File: src/rtl/uart_pkg.sv
`default_nettype none
// +------------------------------------------------------------------+
// | uart_pkg : shared UART widths, FIFO depth and status bit indices |
// | Rev 1.0                                                          |
// +------------------------------------------------------------------+
package uart_pkg;

    localparam int UART_DATA_W        = 8;
    localparam int UART_RX_FIFO_DEPTH = 16;

    // Bit positions inside the APB status register.
    localparam int RX_EMPTY_BIT = 0;
    localparam int RX_FULL_BIT  = 1;
    localparam int RX_OVR_BIT   = 2;

endpackage : uart_pkg
`default_nettype wire

File: src/rtl/uart_fifo_mem.sv
`default_nettype none
// +------------------------------------------------------------------+
// | uart_fifo_mem : DEPTH x WIDTH storage, sync write / async read   |
// | Rev 1.0                                                          |
// +------------------------------------------------------------------+
module uart_fifo_mem
    import uart_pkg::*;
#(
    parameter int DEPTH = UART_RX_FIFO_DEPTH,
    parameter int WIDTH = UART_DATA_W
) (
    input  logic                     clk,
    input  logic                     we,
    input  logic [$clog2(DEPTH)-1:0] waddr,
    input  logic [WIDTH-1:0]         wdata,
    input  logic [$clog2(DEPTH)-1:0] raddr,
    output logic [WIDTH-1:0]         rdata
);

    // Deliberately unreset so the array maps onto plain register/LUT RAM.
    logic [WIDTH-1:0] mem [DEPTH];

    always_ff @(posedge clk) begin
        if (we) begin
            mem[waddr] <= wdata;
        end
    end

    assign rdata = mem[raddr];

endmodule : uart_fifo_mem
`default_nettype wire

File: src/rtl/uart_rx_fifo.sv
`default_nettype none
// +------------------------------------------------------------------+
// | uart_rx_fifo : FWFT receive FIFO with occupancy and sticky overrun|
// | Rev 1.0                                                          |
// +------------------------------------------------------------------+
module uart_rx_fifo
    import uart_pkg::*;
#(
    parameter int DEPTH = UART_RX_FIFO_DEPTH,
    parameter int WIDTH = UART_DATA_W
) (
    input  logic                   clk,
    input  logic                   rst,
    input  logic [WIDTH-1:0]       rx_data,
    input  logic                   rx_done,
    input  logic                   rd_en,
    input  logic                   clr_overrun,
    output logic [WIDTH-1:0]       rd_data,
    output logic                   empty,
    output logic                   full,
    output logic [$clog2(DEPTH):0] count,
    output logic                   overrun
);

    localparam int                PTR_W      = $clog2(DEPTH);
    localparam logic [PTR_W:0]    FULL_COUNT = (PTR_W + 1)'(DEPTH);

    logic [PTR_W-1:0] wr_ptr;
    logic [PTR_W-1:0] rd_ptr;
    logic             do_push;
    logic             do_pop;
    logic [WIDTH-1:0] mem_rdata;

    // A pop frees a slot in the same cycle, so a full FIFO still accepts a byte then.
    assign do_pop  = rd_en & ~empty;
    assign do_push = rx_done & (~full | do_pop);

    assign empty   = (count == '0);
    assign full    = (count == FULL_COUNT);
    assign rd_data = empty ? '0 : mem_rdata;

    always_ff @(posedge clk) begin
        if (rst) begin
            wr_ptr  <= '0;
            rd_ptr  <= '0;
            count   <= '0;
            overrun <= 1'b0;
        end else begin
            if (do_push) begin
                wr_ptr <= wr_ptr + PTR_W'(1);
            end
            if (do_pop) begin
                rd_ptr <= rd_ptr + PTR_W'(1);
            end
            if (do_push && !do_pop) begin
                count <= count + (PTR_W + 1)'(1);
            end else if (do_pop && !do_push) begin
                count <= count - (PTR_W + 1)'(1);
            end
            // A dropped byte outranks a simultaneous clear.
            if (rx_done && !do_push) begin
                overrun <= 1'b1;
            end else if (clr_overrun) begin
                overrun <= 1'b0;
            end
        end
    end

    uart_fifo_mem #(
        .DEPTH (DEPTH),
        .WIDTH (WIDTH)
    ) u_mem (
        .clk   (clk),
        .we    (do_push),
        .waddr (wr_ptr),
        .wdata (rx_data),
        .raddr (rd_ptr),
        .rdata (mem_rdata)
    );

endmodule : uart_rx_fifo
`default_nettype wire

File: config.mk
export PLATFORM = sky130hd
export DESIGN_NAME = uart_rx_fifo
export DESIGN_NICKNAME = d
export VERILOG_FILES = /design/src/rtl/uart_pkg.sv /design/src/rtl/uart_fifo_mem.sv /design/src/rtl/uart_rx_fifo.sv
export SDC_FILE = /design/constraint.sdc
export NUM_CORES = 1
export LEC_CHECK = 0
export CAP_MARGIN = 20
export CORE_MARGIN = 2
export CORE_UTILIZATION = 45
export CTS_CLUSTER_DIAMETER = 200
export DETAILED_ROUTE_END_ITERATION = 8
export SETUP_SLACK_MARGIN = 0.15
export SLEW_MARGIN = 30
export SYNTH_ARGS = -nofsm -noshare
export SYNTH_HDL_FRONTEND = slang
export SYNTH_SLANG_ARGS = --single-unit
File: constraint.sdc
create_clock -name clk -period 8 [get_ports clk]
set_input_delay 1.6 -clock clk [delete_from_list [all_inputs] [get_ports clk]]
set_output_delay 1.6 -clock clk [all_outputs]
set_load 0.005 [all_outputs]
==> impl_results.md <==
* Status: finished, final reports clean
* Multi-input gate area at 1560 µm²
* Antenna Cells at 0
* WP data arrival at 2.77 ns
* First-pass GRT wire length at 17.0 mm
* Total CTS buffers at 17
* Die W at 118 µm
* Slew @ Worst Pin at 1.01 ns
* Tcrit/Tclk final at 54.6%
* Pwr Total at 0.00207 W
* CP required at 6.40 ns
* WP buf/inv at 1
* Cell count after placement at 507
* Die height at 118 µm
* Placed Area at 6330 µm²
* Worst R2R Path Depth at 9
* Yosys cell types at 37
* Top FF cell, synth: edfxtp_1
* CTS tree: done
* I/O pin total at 29
* Share of cells above drive strength 1 at 18.1%
* Largest net degree at the start of global routing at 33
* CP top delay family: simple AND/OR/NAND/NOR gates
* Clock Sinks at 146
* Final hold vios at 0
* Avg Synthesized Cell Area at 18.3 µm²
* Final nets at 377
* Clock buffer depth at 2
* Cell Area, Synth at 5890 µm²
* Post-synth EDFFs at 128
* Synth Net Count at 344
* Crit path depth at 4
* CTS H-Tree Depth at 4
* Setup crit start: count[0]
* Fin cells at 537
* Worst-Skew Late Latency at 0.41 ns
* Hold depth at 2
* Final ANT Viol Nets at 0
* Leakage at 2.17 nW
* Commonest non-fill, non-tap cell in the layout: edfxtp_1
* Fin crit period at 4.37 ns
* Max_cap viols at 0
* Routed WL per cell at 19.9 µm
* Vias in the first global route at 3,005
* Worst-path clk slew at 0.05 ns
* DR iter-0 viols at 196
* CP Capture Type: primary output
* Skew final at 0.00348 ns
* Ys Warns at 0
* Final non-filler cell area at 6840 µm²
* Slowest-stage cell, CP: nor2_1
* WL final at 10.7 mm
* Sequential share of the synthesized area at 71.4%
* Most frequent cells in the layout: edfxtp_1 (128), nor2_1 (32), mux4_2 (32)
* Via density at 5.42
* Final Setup Violations at 0
* Top cells by area, synth: edfxtp_1 (65%), mux4_2 (12%), dfxtp_1 (6.1%)
* Max Freq at 229 MHz
* WS Path Type: register to primary output
* Die area at 14,000 µm²
* CP peak stage delay at 0.71 ns
* Total Routing Usage GR at 16.7%
* # DRC at 0
* Synth top area share at 65.3%
* FFs w/ async S/R, synth at 0%
* Pwr dens at 302 nW/µm²
* Post-cts resize count at 0
* RePlAce Congestion at 0.711
* Initial core utilization at 46.5%
* Fillers at 1,035
* RR Endpoint: count[4]
* Slew HR at 32.4%
* CP Launch Type: register
* Final Max Slew Viols at 0
* Count of input and output buffers at 28
* Synthesized instance count at 321
* Row Count at 41
* Setup total negative slack at 0 ns
* Register area at 4210 µm²
* Worst Setup EP: rd_data[4]
* Maximum vdd drop at 192 µV
* Placeable Area at 12,700 µm²
* Post-DP HPWL at 6.62 mm
* Post-CTS Setup Bufs at 0
* First-pass DRT Iterations at 4
* R2r startpoint: count[0]
* HP Class: register to register
* Worst-path maximum fanout at 9
* Initial antenna violation count at 0
* Total gr overflow at 0
* Hold_buf cts at 0
* CP Cell Sequence: or4_4, nor2_1, a211oi_1, clkdlybuf4s50_1
* R2r setup slk at 4.95 ns
* CTS Root Cell: clkbuf_16
* Via Count at 2,908
* Area Overhead vs Synth at 16.1%
* Cell accounting for the most synthesized area: edfxtp_1
* Unrepaired setup endpoints after global routing: false
* #FFs+latches synth at 146
[cells by family after synthesis]
family	count (synthesis)	synth area share (%)
AOI/OAI and AO/OA	28	3.74
xor gates and xnor gates	7	1.04
adders and majority gates	10	2.25
buffers and inverters	24	2.00
DFF	146	71.4
muxes	45	14.5
and+or+nand+nor	61	5.04
[cell usage after synthesis (2+ instances only)]
library cell  instances
buf_6                 2
a21oi_1               4
clkbuf_1              5
edfxtp_1            128
dfxtp_1              18
mux2i_1              11
buf_2                 6
mux4_2               32
nor3_1                5
a211oi_1             17
nand2b_1              2
buf_1                 5
nand2_1               5
ha_1                  9
inv_1                 4
xor2_1                5
nor2b_1              10
nor2_1               32
o211ai_1              2
xnor2_1               2
[sequential cells by signal, indices dropped and copies added (netlist names), named ones only]
name	flops
count	5
overrun	1
rd_ptr	4
u_mem.mem	128
wr_ptr	4
[final cells by class]
| type | instances | area share [%] |
|---|---|---|
| Sequential cell | 146 | 61.6 |
| Clock buffer | 21 | 6.44 |
| Clock inverter | 9 | 0.988 |
| Inverter | 4 | 0.220 |
| Tap cell | 172 | 3.15 |
| Multi-Input combinational cell | 151 | 22.9 |
| Timing Repair Buffer | 34 | 4.76 |
[layer usage]
metal	routed length (µm)	up-vias	share of wire, %	global-route usage [%]
li1	-	1340	-	-
met1	4890	1501	46	22.2
met2	5230	52	49	26.0
met3	394	15	3.7	5.16
met4	165	0	1.5	5.87
met5	0	-	0	0
[power by group]
group | leakage (nW) | switching [W] | internal, W | total [W]
Clock | 0.246 | 0.000276 | 0.000417 | 0.000693
Combinational | 0.616 | 0.000210 | 0.000252 | 0.000462
Sequential | 1.30 | 0.0000469 | 0.000864 | 0.000911
Total | 2.17 | 0.000533 | 0.00153 | 0.00207
[worst min-delay path, cell delays in order, from the launching register on]
cell and delay (ns):
dfxtp_1 0.32, xor2_1 0.06, nor2_1 0.12
[per-stage QoR]
| stage | util [%] | setup slack (ns) | hold WS (ns) |
|---|---|---|---|
| floorplan | - | 4.55 | 0.485 |
| global placement | 49.9 | 3.63 | 0.516 |
| detailed placement | 49.9 | 3.71 | 0.524 |
| CTS | 53.9 | 3.52 | 0.544 |
| global route | 53.9 | 3.47 | 0.586 |
| finish | 53.9 | 3.63 | 0.548 |
[worst min path at each step]
| stage | startpoint | end |
|---|---|---|
| 6_report | rd_ptr[3] | register |
| 5_1_grt | rd_ptr[3] | register |
| 4_1_cts | rd_ptr[3] | register |
| 3_5_place_dp | rd_ptr[3] | rd_ptr[3] |
| 3_3_place_gp | rd_ptr[3] | rd_ptr[3] |
| 2_1_floorplan | rd_ptr[3] | register |
Note: power is estimated with default switching activity, not from simulation.
